`config.mk`:
```
export PLATFORM = sky130hd
export DESIGN_NAME = mem_bus_arbiter
export DESIGN_NICKNAME = d
export VERILOG_FILES = /design/src/rtl/mem_bus_arbiter.sv
export SDC_FILE = /design/constraint.sdc
export NUM_CORES = 1
export LEC_CHECK = 0
export ABC_AREA = 1
export CORE_ASPECT_RATIO = 0.6
export CORE_MARGIN = 2
export CORE_UTILIZATION = 36
export CTS_BUF_LIST = sky130_fd_sc_hd__clkbuf_8
export DETAILED_ROUTE_END_ITERATION = 8
export PLACE_DENSITY = 0.9
export SETUP_SLACK_MARGIN = 0.5
export SLEW_MARGIN = 20
export SYNTH_ARGS = -nofsm -noshare
export SYNTH_HDL_FRONTEND = slang
export SYNTH_SLANG_ARGS = --single-unit
```
`constraint.sdc`:
```
create_clock -name clk -period 3.7 [get_ports clk]
set_input_delay 0.37 -clock clk [delete_from_list [all_inputs] [get_ports clk]]
set_output_delay 0.37 -clock clk [all_outputs]
set_load 0.01 [all_outputs]
```
`src/rtl/mem_bus_arbiter.sv`:
```
// rtl/mem_bus_arbiter.sv - two-master round-robin arbiter with burst lock and watchdog in front of mem_controller
module mem_bus_arbiter #(
    parameter int BURST_MAX = 4,
    parameter int TIMEOUT   = 255
) (
    input  logic        clk,
    input  logic        rst,
    input  logic        m0_read,
    input  logic        m0_write,
    input  logic [31:0] m0_addr,
    input  logic [7:0]  m0_wdata,
    output logic [7:0]  m0_rdata,
    output logic        m0_ready,
    input  logic        m1_read,
    input  logic        m1_write,
    input  logic [31:0] m1_addr,
    input  logic [7:0]  m1_wdata,
    output logic [7:0]  m1_rdata,
    output logic        m1_ready,
    output logic        memRead,
    output logic        memWrite,
    output logic [31:0] memAddr,
    output logic [7:0]  memDataOut,
    input  logic [7:0]  memDataIn,
    input  logic        memReady,
    output logic [1:0]  grant,
    output logic        bus_timeout
);
    typedef enum logic [1:0] {S_IDLE, S_XFER, S_GAP} state_t;

    localparam logic [7:0] WD_LAST   = 8'(TIMEOUT - 1);
    localparam logic [4:0] BURST_LIM = 5'(BURST_MAX);

    state_t      state;
    logic        last_owner;
    logic [3:0]  burst_cnt;
    logic [7:0]  wd_cnt;

    logic        req0, req1, own_req, oth_req, burst_ok, win_m1;
    logic        in_xfer, sel_read, sel_write, timeout_hit, xfer_end;
    logic [31:0] sel_addr;
    logic [7:0]  sel_wdata, rdata_mux;

    assign req0     = m0_read | m0_write;
    assign req1     = m1_read | m1_write;
    assign own_req  = grant[1] ? req1 : req0;
    assign oth_req  = grant[1] ? req0 : req1;
    assign burst_ok = ({1'b0, burst_cnt} + 5'd1) < BURST_LIM;
    // On a tie the master that did not own the bus last gets it.
    assign win_m1   = req1 & (~req0 | ~last_owner);

    assign sel_read  = grant[1] ? m1_read  : m0_read;
    assign sel_write = grant[1] ? m1_write : m0_write;
    assign sel_addr  = grant[1] ? m1_addr  : m0_addr;
    assign sel_wdata = grant[1] ? m1_wdata : m0_wdata;

    assign in_xfer     = (state == S_XFER);
    assign memRead     = in_xfer & sel_read;
    assign memWrite    = in_xfer & sel_write & ~sel_read;
    assign memAddr     = in_xfer ? sel_addr  : 32'd0;
    assign memDataOut  = in_xfer ? sel_wdata : 8'd0;

    assign timeout_hit = in_xfer & ~memReady & (wd_cnt == WD_LAST);
    assign xfer_end    = (in_xfer & memReady) | timeout_hit;
    assign rdata_mux   = memReady ? memDataIn : 8'hFF;
    assign bus_timeout = timeout_hit;

    assign m0_ready = xfer_end & grant[0];
    assign m1_ready = xfer_end & grant[1];
    assign m0_rdata = m0_ready ? rdata_mux : 8'd0;
    assign m1_rdata = m1_ready ? rdata_mux : 8'd0;

    always_ff @(posedge clk or posedge rst) begin
        if (rst) begin
            state      <= S_IDLE;
            grant      <= 2'b00;
            last_owner <= 1'b1;
            burst_cnt  <= 4'd0;
            wd_cnt     <= 8'd0;
        end else begin
            case (state)
                S_IDLE: begin
                    wd_cnt <= 8'd0;
                    if (req0 | req1) begin
                        grant <= win_m1 ? 2'b10 : 2'b01;
                        state <= S_XFER;
                    end
                end
                S_XFER: begin
                    if (xfer_end) begin
                        state <= S_GAP;
                    end else if (wd_cnt != 8'hFF) begin
                        wd_cnt <= wd_cnt + 8'd1;
                    end
                end
                S_GAP: begin
                    wd_cnt <= 8'd0;
                    if (own_req && !oth_req) begin
                        state <= S_XFER;
                    end else if (own_req && oth_req && burst_ok) begin
                        burst_cnt <= burst_cnt + 4'd1;
                        state     <= S_XFER;
                    end else if (oth_req) begin
                        grant      <= ~grant;
                        last_owner <= grant[1];
                        burst_cnt  <= 4'd0;
                        state      <= S_XFER;
                    end else begin
                        grant     <= 2'b00;
                        burst_cnt <= 4'd0;
                        state     <= S_IDLE;
                    end
                end
                default: state <= S_IDLE;
            endcase
        end
    end
endmodule

```
=== Yosys cells after proc, flatten, opt, wreduce, memory -nomap -nowiden ===
Cells that the tools add are included.
W data, S select, Z words.

* Flip-flop bits (word level): 17
* Input bits: 95
* Output and inout port bits: 63
* Logic and storage cells: 80

* Add/sub/neg operators: 3
* Order comparisons: 1
* Equality and inequality tests: 10
* Multiplexer cells: 27
* Bitwise operators: 21
* Reductions and logical operators: 13

{| class="wikitable"
|+ Operator list
! operator !! count
|-
| $mux W32 || 2
|-
| $mux W8 || 7
|-
| $pmux W8 S2 || 1
|-
| $mux W2 || 7
|-
| $and A1 B1 Y1 || 9
|-
| $add A8 B1 Y8 const B || 1
|-
| $eq A8 B8 Y1 const B || 1
|-
| $ne A2 B2 Y1 const B || 4
|-
| $ne A8 B8 Y1 const B || 1
|-
| $reduce_and A4 Y1 || 2
|-
| $mux W1 || 7
|-
| $not A1 Y1 || 6
|-
| $pmux W2 S3 || 1
|-
| $add A4 B1 Y5 const B || 1
|-
| $lt A5 B3 Y1 const B || 1
|-
| $or A1 B1 Y1 || 5
|-
| $add A4 B1 Y4 const B || 1
|-
| $mux W4 || 1
|-
| $ne A2 B1 Y1 const B || 2
|-
| $pmux W2 S2 || 1
|-
| $reduce_and A2 Y1 || 2
|-
| $reduce_bool A2 Y1 || 2
|-
| $logic_and A1 B1 Y1 || 3
|-
| $reduce_and A3 Y1 || 1
|-
| other kinds (6) || 6
|}

=== Logic depth before layout (Yosys ltp) ===
Gate-level depths: netlist (run 1).

* Depth after elaboration: 7
* Mapped depth: 9
* Mapped depth without buffers: 9

=== Worst setup path before layout (run 1) ===
Ideal clock, no wire load.

* Kind: register to output
* Start: reg wd_cnt[0]
* End: out m0_rdata[0]
* Arrival: 1.298 ns
* Slack: 2.032 ns
* Stages on the path, launching flop included: 9
* Path buffers: 0
* Path through: dfrtp_1 > inv_1 > ha_1 > inv_1 > nor2_1 > nand3_2 > nand2_4 > nand2_4 > a21oi_1

* Word-level cells in the longest chain between the ends: 5

{| class="wikitable"
|+ Ends and longest elaborated chain
! what !! RTL line !! source
|-
| from (decl) || 37 || <nowiki>logic [7:0] wd_cnt;</nowiki>
|-
| from (signal assigned) || 93 || <nowiki>wd_cnt <= wd_cnt + 8'd1;</nowiki>
|-
| $eq A8 B8 Y1 || 63 || <nowiki>assign timeout_hit = in_xfer & ~memReady & (wd_cnt == WD_LAST);</nowiki>
|-
| $and A1 B1 Y1 || 63 ||
|-
| $or A1 B1 Y1 || 64 || <nowiki>assign xfer_end = (in_xfer & memReady) | timeout_hit;</nowiki>
|-
| $and A1 B1 Y1 || 68 || <nowiki>assign m0_ready = xfer_end & grant[0];</nowiki>
|-
| $mux W8 || 70 || <nowiki>assign m0_rdata = m0_ready ? rdata_mux : 8'd0;</nowiki>
|-
| to (decl) || 12 || <nowiki>output logic [7:0] m0_rdata,</nowiki>
|}

Every way passes these cells.

=== Final worst setup path (run 1) ===
* Start: reg state[0]
* End: out m0_rdata[0]

* Word-level cells in the longest chain between the ends: 6
* Elaborated cells between the ends (all ways): 7
* Those cells by class: eq/ne: 1; mux: 1; bitwise: 5

{| class="wikitable"
|+ Ends and longest elaborated chain
! what !! RTL line !! source
|-
| from (decl) || 34 || <nowiki>state_t state;</nowiki>
|-
| from (signal assigned) || 75 || <nowiki>state <= S_IDLE;</nowiki>
|-
| from (signal assigned) || 86 || <nowiki>state <= S_XFER;</nowiki>
|-
| from (signal assigned) || 91 || <nowiki>state <= S_GAP;</nowiki>
|-
| $eq A2 B1 Y1 (*) || 57 || <nowiki>assign in_xfer = (state == S_XFER);</nowiki>
|-
| $and A1 B1 Y1 (2 in series) || 63 ||
|-
| $or A1 B1 Y1 (*) || 64 ||
|-
| $and A1 B1 Y1 (*) || 68 ||
|-
| $mux W8 (*) || 70 ||
|}

Every way passes the cells marked *; elsewhere a longest branch is shown, timed or not.

==> results of run 1 <==
[routing by layer]
metal | global-route usage (%) | vias up
li1 | - | 1339
met1 | 29.8 | 1147
met2 | 39.1 | 106
met3 | 4.96 | 8
met4 | 4.02 | 0
met5 | 0 | -
[logic make-up after synthesis]
family	count (synthesis)	synth area share, %
compound gates	63	17.3
xor+xnor	3	1.42
fa+ha+maj	3	2.03
buf+inv	57	12.0
flops	17	23.1
mux	1	0.541
simple gates	187	43.7
[worst max path at each step]
stage              start           to  slack [ns]  depth (start not counted)
6_report        state[0]  m0_rdata[0]        0.72                          7
5_1_grt         state[0]  m0_rdata[5]        0.60                          7
4_1_cts         state[0]  m0_rdata[0]        0.74                          7
3_5_place_dp    memReady  m0_rdata[0]        0.84                          7
3_3_place_gp    memReady  m1_rdata[5]        0.94                          7
2_1_floorplan  wd_cnt[0]  m0_rdata[0]        2.03                          8
[flip-flops by register name, summed over array words and instances (netlist names)]
register    count
burst_cnt       4
grant           2
last_owner      1
state           2
wd_cnt          8
[through the flow]
stage	hold slack, ns	setup slack [ns]	util, %
floorplan	0.295	2.03	-
global placement	0.479	0.936	68.7
detailed placement	0.489	0.839	68.7
CTS	0.499	0.736	69.7
global route	0.524	0.596	69.7
finish	0.499	0.724	69.7
[area by class of cell]
type                    count  area [sq um]  share of cell area, %
repair buffers            158          1580                   45.3
flip-flops and latches     17           427                   12.2
inverters                  40           150                   4.31
clock inverters             1          5.00                  0.144
multi-input cells         257          1200                   34.5
clock buffers               3          41.3                   1.18
well taps                  66          82.6                   2.37
[Yosys cell counts, drive strengths merged]
cell	count	area [sq um]
clkbuf	13	48.8
o22ai	1	6.26
inv	40	150
ha	3	37.5
o211ai	1	7.51
dfstp	1	26.3
nor2	15	73.8
o21ai	3	15.0
mux2i	1	10.0
dfrtp	16	400
nand3	20	105
xor2	1	8.76
buf	4	22.5
nor4	1	6.26
nand4	6	43.8
a21oi	58	290
nand2	145	579
xnor2	2	17.5
[power breakdown]
| group | leakage (nW) | switching, mW | internal (mW) |
|---|---|---|---|
| Sequential | 0.222 | 0.0649 | 0.239 |
| Combinational | 1.39 | 0.755 | 0.687 |
| Clock | 0.0255 | 0.0689 | 0.0749 |
[critical path: stages (launching register included)]
cell	delay, ns
sky130_fd_sc_hd__dfrtp_1	0.61
sky130_fd_sc_hd__nand2_4	0.34
sky130_fd_sc_hd__inv_1	0.23
sky130_fd_sc_hd__nand2_1	0.14
sky130_fd_sc_hd__nand2_4	0.18
sky130_fd_sc_hd__nand2_4	0.10
sky130_fd_sc_hd__a21oi_1	0.17
sky130_fd_sc_hd__clkdlybuf4s50_1	0.57
==> results summary, run 1 <==
The destination of the worst register-to-register timing path is wd_cnt[1]. After clock tree synthesis, the flow added hold-fix buffers numbering 0. The final layout contains 575 nets. The final critical path time including I/O delays and setup came out at 2.98 ns. Leaving out filler cells and counting taps, the final layout contains 542.

For this design the ratio of total power to cell area is 542 mW/mm^2. In this run the tightest slew margin relative to its limit is 52.2%. Each instance of the synthesized netlist takes up on average 5.59 sq um. Entering global routing, the biggest net connects 47 pins. The area of placed instances came out at 0.00344 sq mm.

In this run the tool buffered the top-level ports with 157 buffer cells. The critical path startpoint category is a flop. The overall die height is 59.5 um. The area of the die is 0.00574 sq mm. The net count after synthesis came out at 429. The number of cells on the worst reg-to-reg path is 7.

For this run, design rule violations remaining after detail routing come to 0. In this run the worst path has a maximum fanout of 44. The via count came out at 2600.

The flow ran to the end, and the final reports show no timing, DRC or antenna violations. The post-cts repair resize count came out at 0. VDD sags by at most 0.000261 V. Data on the critical path is required at its endpoint by 3.33 ns. The leakage power total came out at 1.64 nW. The highest routing layer actually used is met4. For this design, the sink count on the clock tree is 17. The arrival time of the worst setup path is 2.61 ns. The number of inserted diodes is 0. The global routing usage summed across all routing layers is 22.7%. After layout, the worst path uses 80.4% of the clock period.

The global-route wire length before repair is 10.3 mm. The most common cell after layout, fill and taps aside is sky130_fd_sc_hd__clkdlybuf4s50_1. The H-tree depth came out at 1. The length of routed met2 wiring came out at 3.43 mm. The number of antenna violations at the first check in global routing came out at 0. The placeable core region came out at 0.00500 sq mm.

The post-detailed-route count of antenna-violating nets came out at 0. The fraction of final layout cells with drive strength greater than 1 came out at 3.78%. The global placement routability congestion came out at 0.871. The total number of placement rows came out at 20.

The worst reg-to-reg setup slack is 1.79 ns. The post-detailed-route via-to-cell ratio is 4.80. The area of the mapped netlist came out at 0.00185 sq mm.

The worst hold path class is reg -> reg. After detailed routing, the average wire length per cell comes to 13.3 um. After routing, the total negative slack on setup checks comes to 0 ns.

The critical path endpoint category is an output port. The count of filler cells inserted in the layout is 400. The end point of the worst hold path is last_owner.

After global routing the overflow that remains totals 0. The type of the worst setup path is reg -> out. In the layout the commonest cells are 157 x sky130_fd_sc_hd__clkdlybuf4s50_1, 139 x sky130_fd_sc_hd__nand2_1, 58 x sky130_fd_sc_hd__a21oi_1. The maximum root-to-sink buffer count came out at 2. For this run, the top clock speed supported by timing is 336 MHz.

The sequential share of the synthesized area came out at 23.1%. The via count of the first global-routing pass came out at 2248. The floorplan die width came out at 96.5 um. The sum of internal, switching and leakage power is 1.89 mW.

The clock tree from TritonCTS is built. The total count of hold-check failures in the final report came out at 0. The total iterations of the first detailed-routing run came out at 4. The detailed route wirelength on metal3 came out at 623 um.

Summed over all layers, the routed wires come to 7.19 mm. The count of state elements after synthesis is 17. The number of setup buffers added after CTS is 0. The instance count of the mapped netlist came out at 331. The post-route met1 wirelength came out at 3.08 mm. The worst hold path begins at last_owner. The number of synthesis warnings is 0. The half-perimeter wire length after placement is 5.71 mm.

The effective utilization at floorplan is 37.0%. The placed cell count is 538. Setup repair after global routing left no endpoint under its margin. The post-route clock skew came out at 0.00474 ns. The number of violations reported at the end of detailed-routing iteration 0 came out at 141. The clock buffer count from CTS came out at 3. The transition time of the tightest slew-check pin is 0.716 ns. The max-cap violation count is 0. The clock-pin slew of the registers on the worst-case setup and hold paths came out at 0.07 ns.

The total setup violations reported at the end of the flow is 0. The number of slew-limit violations in the final report came to 0. The top-level port count came out at 158. The area growth from synthesis to layout is 88.5%.

The startpoint identified for the worst register-to-register timing path is state[0]. The finished layout cell area came out at 0.00349 sq mm. The worst hold path cell count is 2. The clock root buffer is sky130_fd_sc_hd__clkbuf_8. The worst-skew pair later-pin latency came out at 0.26 ns. After synthesis, the netlist uses 26 different library cells.
Note: power is estimated with default switching activity, not from simulation.
==> run 2: changes to the inputs <==
--- a/config.mk
+++ b/config.mk
@@ -8,10 +8,10 @@
 export ABC_AREA = 1
 export CORE_ASPECT_RATIO = 0.6
 export CORE_MARGIN = 2
-export CORE_UTILIZATION = 36
+export CORE_UTILIZATION = 33
 export CTS_BUF_LIST = sky130_fd_sc_hd__clkbuf_8
 export DETAILED_ROUTE_END_ITERATION = 8
-export PLACE_DENSITY = 0.9
+export PLACE_DENSITY = 0.83
 export SETUP_SLACK_MARGIN = 0.5
 export SLEW_MARGIN = 20
 export SYNTH_ARGS = -nofsm -noshare
==> constraint.sdc (replaced) <==
create_clock -name clk -period 3 [get_ports clk]
set_input_delay 0.3 -clock clk [delete_from_list [all_inputs] [get_ports clk]]
set_output_delay 0.3 -clock clk [all_outputs]
set_load 0.01 [all_outputs]
==> results summary, run 2 (synthesis gave the netlist of run 1 again) <==
The run finished with clean final reports. The number of design rule violations left after detail routing is 0 (unchanged). The worst stage delay on the critical path came out at 0.56 ns (-0.05 ns). The final worst hold slack is 0.431 ns (-0.0681 ns). The routed wire length per instance is 14.1 um (+5.9%). The sequential standard cell area came out at 427 sq um (unchanged). Among all stages on the critical path, the largest delay is contributed by sky130_fd_sc_hd__clkdlybuf4s50_1. The number of antenna violations at the first check in global routing came out at 0 (unchanged).

The post-detailed-route via-to-cell ratio is 4.81 (+0.25%). The H-tree depth came out at 1 (unchanged). The area of the die is 0.00624 sq mm (+8.6%). The worst setup path is launched from a flop. The post-detailed-route count of antenna-violating nets came out at 0 (unchanged). The arrival time of the worst setup path is 2.08 ns (-0.53 ns). The total iterations of the first detailed-routing run came to 5 (+1).

The placed cell count came out at 545 (+1.3%). The critical path data required time came out at 2.70 ns (-0.63 ns). The top-level port count came out at 158 (unchanged). The worst slew slack as a fraction of its limit came out at 57.0% (+4.8 points). The worst reg-to-reg setup slack came to 1.38 ns (-0.41 ns).

The floorplan die width was 101 um (+4.3%). The transition time of the tightest slew-check pin came out at 0.645 ns (-0.0714 ns). The via count of the first global-routing pass was 2102 (-6.5%). The count of filler cells inserted in the layout is 478 (+20%). In this design, the largest share of critical-path delay is due to buffers and inverters.

The global routing usage summed across all routing layers was 21.4% (-1.3 points). The share of the clock period used by the worst path after layout came out at 79.2%. The library cells used most frequently in the layout, excluding fill and tap cells, are 140 x sky130_fd_sc_hd__clkdlybuf4s50_1, 139 x sky130_fd_sc_hd__nand2_1, 58 x sky130_fd_sc_hd__a21oi_1. The worst hold path belongs to the class in -> async.

The cts-stage hold buffer count was 0 (unchanged). The flip-flop count of the largest register after layout is 8 (unchanged). The largest registers in the layout are wd_cnt x8, burst_cnt x4. The area of the multi-input gates is 0.00120 sq mm (+0.21%).

The placeable core region came to 0.00549 sq mm (+9.7%). The clock net sink count came out at 17 (unchanged). The number of buffers inserted by port buffering is 157 (unchanged). The number of inserted diodes came out at 0 (unchanged). The global placement routability congestion came out at 0.865 (-0.71%). The number of buffer and inverter instances along the worst setup path is 2 (unchanged). The total grt overflow is 0 (unchanged). The final cell count without fillers is 550 (+1.5%).

The peak ir drop on the vdd network is 0.000278 V (+6.2%). The number of slew-limit violations in the final report was 0 (unchanged). The most common cell after layout, fill and taps aside is sky130_fd_sc_hd__clkdlybuf4s50_1. The maximum root-to-sink buffer count came out at 2 (unchanged).

The fraction of final layout cells with drive strength greater than 1 came out at 4.78% (+1.0 points). The global-route wire length before repair is 10.6 mm (+2.8%). The pin count of the biggest net entering global routing is 47 (unchanged). The final setup TNS came out at 0 ns (unchanged).

The max-cap violation count is 0 (unchanged). The signal on the critical path passes through buf_4 > nand2_1 > o21ai_0 > o211ai_1 > a21oi_1 > clkdlybuf4s50_1. The final-stage net count is 580 (+0.87%). The worst-skew pair later-pin latency is 0.25 ns (about the same). The logic depth of the worst register-to-register path is 5 (-2).

The finished layout cell area came out at 0.00357 sq mm (+2.4%). The critical path endpoint category is an output port. The total setup violations reported at the end of the flow was 0 (unchanged).

The post-place setup slack is 0.622 ns (-0.217 ns). From synthesis to final layout, the design area changed by 93.0%. TritonCTS built the clock tree. The via count came out at 2645 (+1.7%). The clock-pin slew of the registers on the worst-case setup and hold paths is 0.07 ns (about the same). The tree is rooted in a sky130_fd_sc_hd__clkbuf_8.

The startpoint identified for the worst register-to-register timing path is state[0]. The worst-case setup margin in the final layout is 0.624 ns (-0.0999 ns). The half-perimeter wire length after placement came out at 6.22 mm (+8.9%). The number of violations reported at the end of detailed-routing iteration 0 is 169 (+20%).

The effective utilization at floorplan is 33.7% (-3.3 points). The total count of hold-check failures in the final report was 0 (unchanged). The destination of the worst register-to-register timing path is burst_cnt[0].

wd_cnt holds more flip-flops than any other register. Setup repair after global routing left no endpoint under its margin. The top achievable clock speed came out at 421 MHz.

The overall die height came out at 62.0 um (+4.2%). The final critical path time including I/O delays and setup came out at 2.38 ns. The critical path is of the reg -> out type. The post-route clock skew is 0.00440 ns (-0.000332 ns). The area of placed instances came out at 0.00347 sq mm (+0.98%). The final wirelength was 7.73 mm (+7.5%). The total power divided by cell area is 665 mW/mm^2 (+23%). The clock buffer count from CTS is 3 (unchanged). The highest net fanout along the worst path came out at 46 (+4.5%). The leakage power total came out at 1.95 nW (+19%). The total number of placement rows is 21 (+5.0%).
## run 2: changes by cell type in the layout (fill, tap and decap cells not counted), sizes merged
| cell | previous run | this run |
|---|---|---|
| clkdlybuf4s50 | 157 | 140 |
| dlymetal6s2s | 0 | 16 |
| dlygate4sd2 | 0 | 1 |
| buf | 1 | 6 |
## run 2: per-stage QoR
step / util [%] / power, mW
after floorplan: - / 1.28
after CTS: 64.1 / 2.38
final: 65.0 / 2.37
after detailed placement: 63.2 / 2.20
after global routing: 65.0 / 2.57
after global placement: 63.2 / 2.17
## run 2: how the worst max path moves through the flow
stage | start | to | slack, ns | cells after the start
finish | grant[1] | memWrite | 0.62 | 6
CTS | wd_cnt[0] | m1_rdata[0] | 0.52 | 9
global route | grant[1] | memWrite | 0.52 | 6
floorplan | wd_cnt[0] | m0_rdata[0] | 1.40 | 8
detailed placement | memReady | m0_rdata[6] | 0.62 | 7
global placement | memReady | m1_rdata[6] | 0.74 | 7
## run 2: repair_timing
action                     CTS  global route
setup endpoints to repair   11            19
gates resized for setup      2            17
pin swaps                    0             1
setup buffers                0             1
## run 2: power by group
part	switching (mW)	internal (mW)
Combinational	0.979	0.863
Clock	0.0778	0.0908
Sequential	0.0663	0.295
Total	1.12	1.25
## run 2: metal layers
layer	global-route usage, %	wire (um)	up-vias
li1	-	-	1340
met1	29.1	3240	1180
met2	35.1	3740	113
met3	5.48	600	12
met4	4.50	142	0
met5	0	0	-
## run 2: cell type report
| type | instances | area share [%] |
|---|---|---|
| Clock buffer | 3 | 1.16 |
| Clock inverter | 1 | 0.105 |
| Inverter | 40 | 4.24 |
| Multi-Input combinational cell | 257 | 33.7 |
| Sequential cell | 17 | 12.0 |
| Tap cell | 69 | 2.42 |
| Timing Repair Buffer | 163 | 46.4 |
==> run 3: changes to the inputs <==
==> constraint.sdc (replaced) <==
create_clock -name clk -period 2.2 [get_ports clk]
set_input_delay 0.22 -clock clk [delete_from_list [all_inputs] [get_ports clk]]
set_output_delay 0.22 -clock clk [all_outputs]
set_load 0.01 [all_outputs]
==> results summary, run 3 (synthesis gave the netlist of run 1 again) <==
The flow ran to the end, and the final reports show no timing, DRC or antenna violations. The sequential standard cell area is 430 sq um (+0.88%). The top achievable clock speed came out at 516 MHz. The global-route wire length before repair came out at 11.8 mm (+12%). The cell occurring most often along the worst timing path is sky130_fd_sc_hd__inv_2. The worst hold path class is in -> async.

The register with the most flip-flops in the final layout is wd_cnt. The number of antenna violations at the first check in global routing came out at 0 (unchanged). The worst-skew pair later-pin latency is 0.25 ns (about the same). The clock network power share came to 5.9% (-1.2 points).

The number of design rule violations left after detail routing is 0 (unchanged). The final wirelength came out at 8.89 mm (+15%). The arrival time of the worst setup path came out at 1.72 ns (-0.36 ns). The fraction of final layout cells with drive strength greater than 1 came out at 33.4% (+29 points).

The share of the clock period used by the worst path after layout came out at 88.0%. The cell count along the critical path came out at 10 (+4). The placeable core region is 0.00549 sq mm (unchanged). The critical path endpoint category is an output port. The post-route clock skew is 0.00669 ns (+0.00228 ns). The number of buffers inserted by port buffering is 157 (unchanged). The net switching share of the total power is 49.5% (+2.2 points). The final setup TNS is 0 ns (unchanged).

The proportion of power drawn by flip-flops and latches came out at 13.3% (-2.0 points). The routed wire length per instance came out at 15.4 um (+9.4%). The highest net fanout along the worst path came out at 5 (-89%). The total power divided by cell area is 1010 mW/mm^2 (+52%). The final worst hold slack came to 0.347 ns (-0.0836 ns).

The total setup violations reported at the end of the flow came out at 0 (unchanged). The global routing usage summed across all routing layers is 24.1% (+2.7 points). The flip-flop count of the largest register after layout is 8 (unchanged). In this design, the largest share of critical-path delay is due to simple AND/OR/NAND/NOR gates.

The final-stage net count is 608 (+4.8%). The number of inserted diodes came out at 0 (unchanged). The number of violations reported at the end of detailed-routing iteration 0 is 163 (-3.6%). The total count of hold-check failures in the final report was 0 (unchanged). The critical path data required time came out at 1.98 ns (-0.72 ns).

The share of the core filled with cells is 71.5% (+6.5 points). The peak ir drop on the vdd network is 0.000458 V (+65%). The half-perimeter wire length after placement was 6.26 mm (+0.58%). In the layout the commonest cells are 137 x sky130_fd_sc_hd__nand2_1, 96 x sky130_fd_sc_hd__clkdlybuf4s50_1, 43 x sky130_fd_sc_hd__buf_2.

The net switching power is 1.96 mW (+75%). STA classifies the critical path startpoint as a flop. The clock buffer count from CTS came to 3 (unchanged).

The most critical setup path has its startpoint at wd_cnt[0]. The maximum root-to-sink buffer count was 2 (unchanged). The pin count of the biggest net entering global routing is 33 (-30%). The post-detailed-route count of antenna-violating nets came to 0 (unchanged). Subtracting the final worst setup slack from the clock period gives 1.94 ns. The H-tree depth is 1 (unchanged). Traced cell by cell, the critical path runs through inv_2 > ha_4 > inv_2 > nor2_4 > nand3_2 > nand2_4 > buf_12 > nand2_8 > a21oi_2 > buf_2. The cts-stage hold buffer count is 0 (unchanged). The floorplan die width was 101 um (unchanged). The internal cell power is 2.00 mW (+60%). The transition time of the tightest slew-check pin came out at 0.639 ns (-0.00587 ns). The clock-pin slew of the registers on the worst-case setup and hold paths is 0.07 ns (about the same). The total iterations of the first detailed-routing run was 4 (-1).

TritonCTS built the clock tree. The global placement routability congestion came out at 0.825 (-4.6%). The critical path's slowest cell is sky130_fd_sc_hd__dfrtp_1. The number of buffer and inverter instances along the worst setup path is 4 (+2). The largest registers in the layout are wd_cnt x8, burst_cnt x4. The post-place setup slack is 0.0245 ns (-0.598 ns).

The total number of placement rows came out at 21 (unchanged). The most common cell after layout, fill and taps aside is sky130_fd_sc_hd__nand2_1. The post-detailed-route via-to-cell ratio was 4.84 (+0.55%).

The area of the die came out at 0.00624 sq mm (unchanged). The overall die height was 62.0 um (unchanged). The area of the multi-input gates came out at 0.00151 sq mm (+25%). The reg-to-reg startpoint is wd_cnt[3]. The count of filler cells inserted in the layout is 435 (-9.0%).

The effective utilization at floorplan came out at 33.7% (unchanged). The worst-case setup margin in the final layout came out at 0.263 ns (-0.360 ns). The top-level port count came out at 158 (unchanged). The worst reg-to-reg setup slack came out at 0.55 ns (-0.83 ns).

Setup repair after global routing could not meet its margin everywhere. The total grt overflow came out at 0 (unchanged). Relative to the synthesized area, the layout overhead comes to 112%. The clock net sink count is 17 (unchanged). The worst slew slack as a fraction of its limit came out at 57.3% (+0.39 points). The max-cap violation count is 0 (unchanged). The type of the worst setup path is reg -> out. The via count came to 2795 (+5.7%).

The number of slew-limit violations in the final report came to 0 (unchanged). The via count of the first global-routing pass is 2432 (+16%). The cell sitting at the root of the clock tree is a sky130_fd_sc_hd__clkbuf_8. The leakage power total is 1.94 nW (-0.56%).

The combinational share of power came out at 80.8% (+3.2 points). The worst stage delay on the critical path is 0.40 ns (-0.16 ns). The logic depth of the worst register-to-register path is 9 (+4).
==> run 3: changes by cell type in the layout (fill, tap and decap cells not counted), moves of 8 or more <==
cell,change
sky130_fd_sc_hd__dlymetal6s2s_1,-16
sky130_fd_sc_hd__clkbuf_2,+8
sky130_fd_sc_hd__a21oi_2,+40
sky130_fd_sc_hd__buf_4,+13
sky130_fd_sc_hd__buf_6,+10
sky130_fd_sc_hd__clkdlybuf4s50_1,-44
sky130_fd_sc_hd__a21oi_1,-44
sky130_fd_sc_hd__buf_2,+43
==> run 3: worst paths after layout <==
check,endpoint
worst max-delay path,m1_rdata[6]
worst min-delay path,wd_cnt[3]
worst max register to register,wd_cnt[4]
worst min register to register,burst_cnt[2]
max in group asynchronous,grant[0]
min in group clk,burst_cnt[2]
==> run 3: power groups by stage <==
stage	Clock, mW	Sequential (mW)	Combinational, mW
finish	0.232	0.528	3.20
global route	0.254	0.537	3.46
CTS	0.239	0.517	2.61
detailed placement	0	0.509	2.60
global placement	0	0.496	2.56
floorplan	0	0.482	1.26
==> run 3: what timing repair did <==
| item | in CTS | in global routing |
|---|---|---|
| endpoints found under the setup margin | 62 | 77 |
| buffers inserted | 13 | 5 |
| gates resized for setup | 253 | 69 |
| pin swaps | 6 | 4 |
| cloned | 2 | 4 |
==> run 3: layout make-up <==
class | count | share of cell area, %
multi-input cells | 259 | 38.4
inverters | 40 | 3.95
well taps | 69 | 2.20
flip-flops and latches | 17 | 11.0
clock buffers | 3 | 1.05
clock inverters | 1 | 0.127
repair buffers | 189 | 43.3
==> run 3: routing by layer <==
metal	global-route usage, %	part of all wire [%]	vias up
li1	-	-	1408
met5	0	0	-
met3	3.80	5.4	6
met4	2.94	0.52	0
met1	32.2	43	1291
met2	43.4	51	90
==> run 3: stage by stage <==
stage               power (mW)  area [sq um]  std cells
finish                    3.96          3930        578
global route              4.25          3930        578
CTS                       3.36          3620        569
detailed placement        3.11          3540        550
global placement          3.05          3540        550
floorplan                 1.74          1850        331
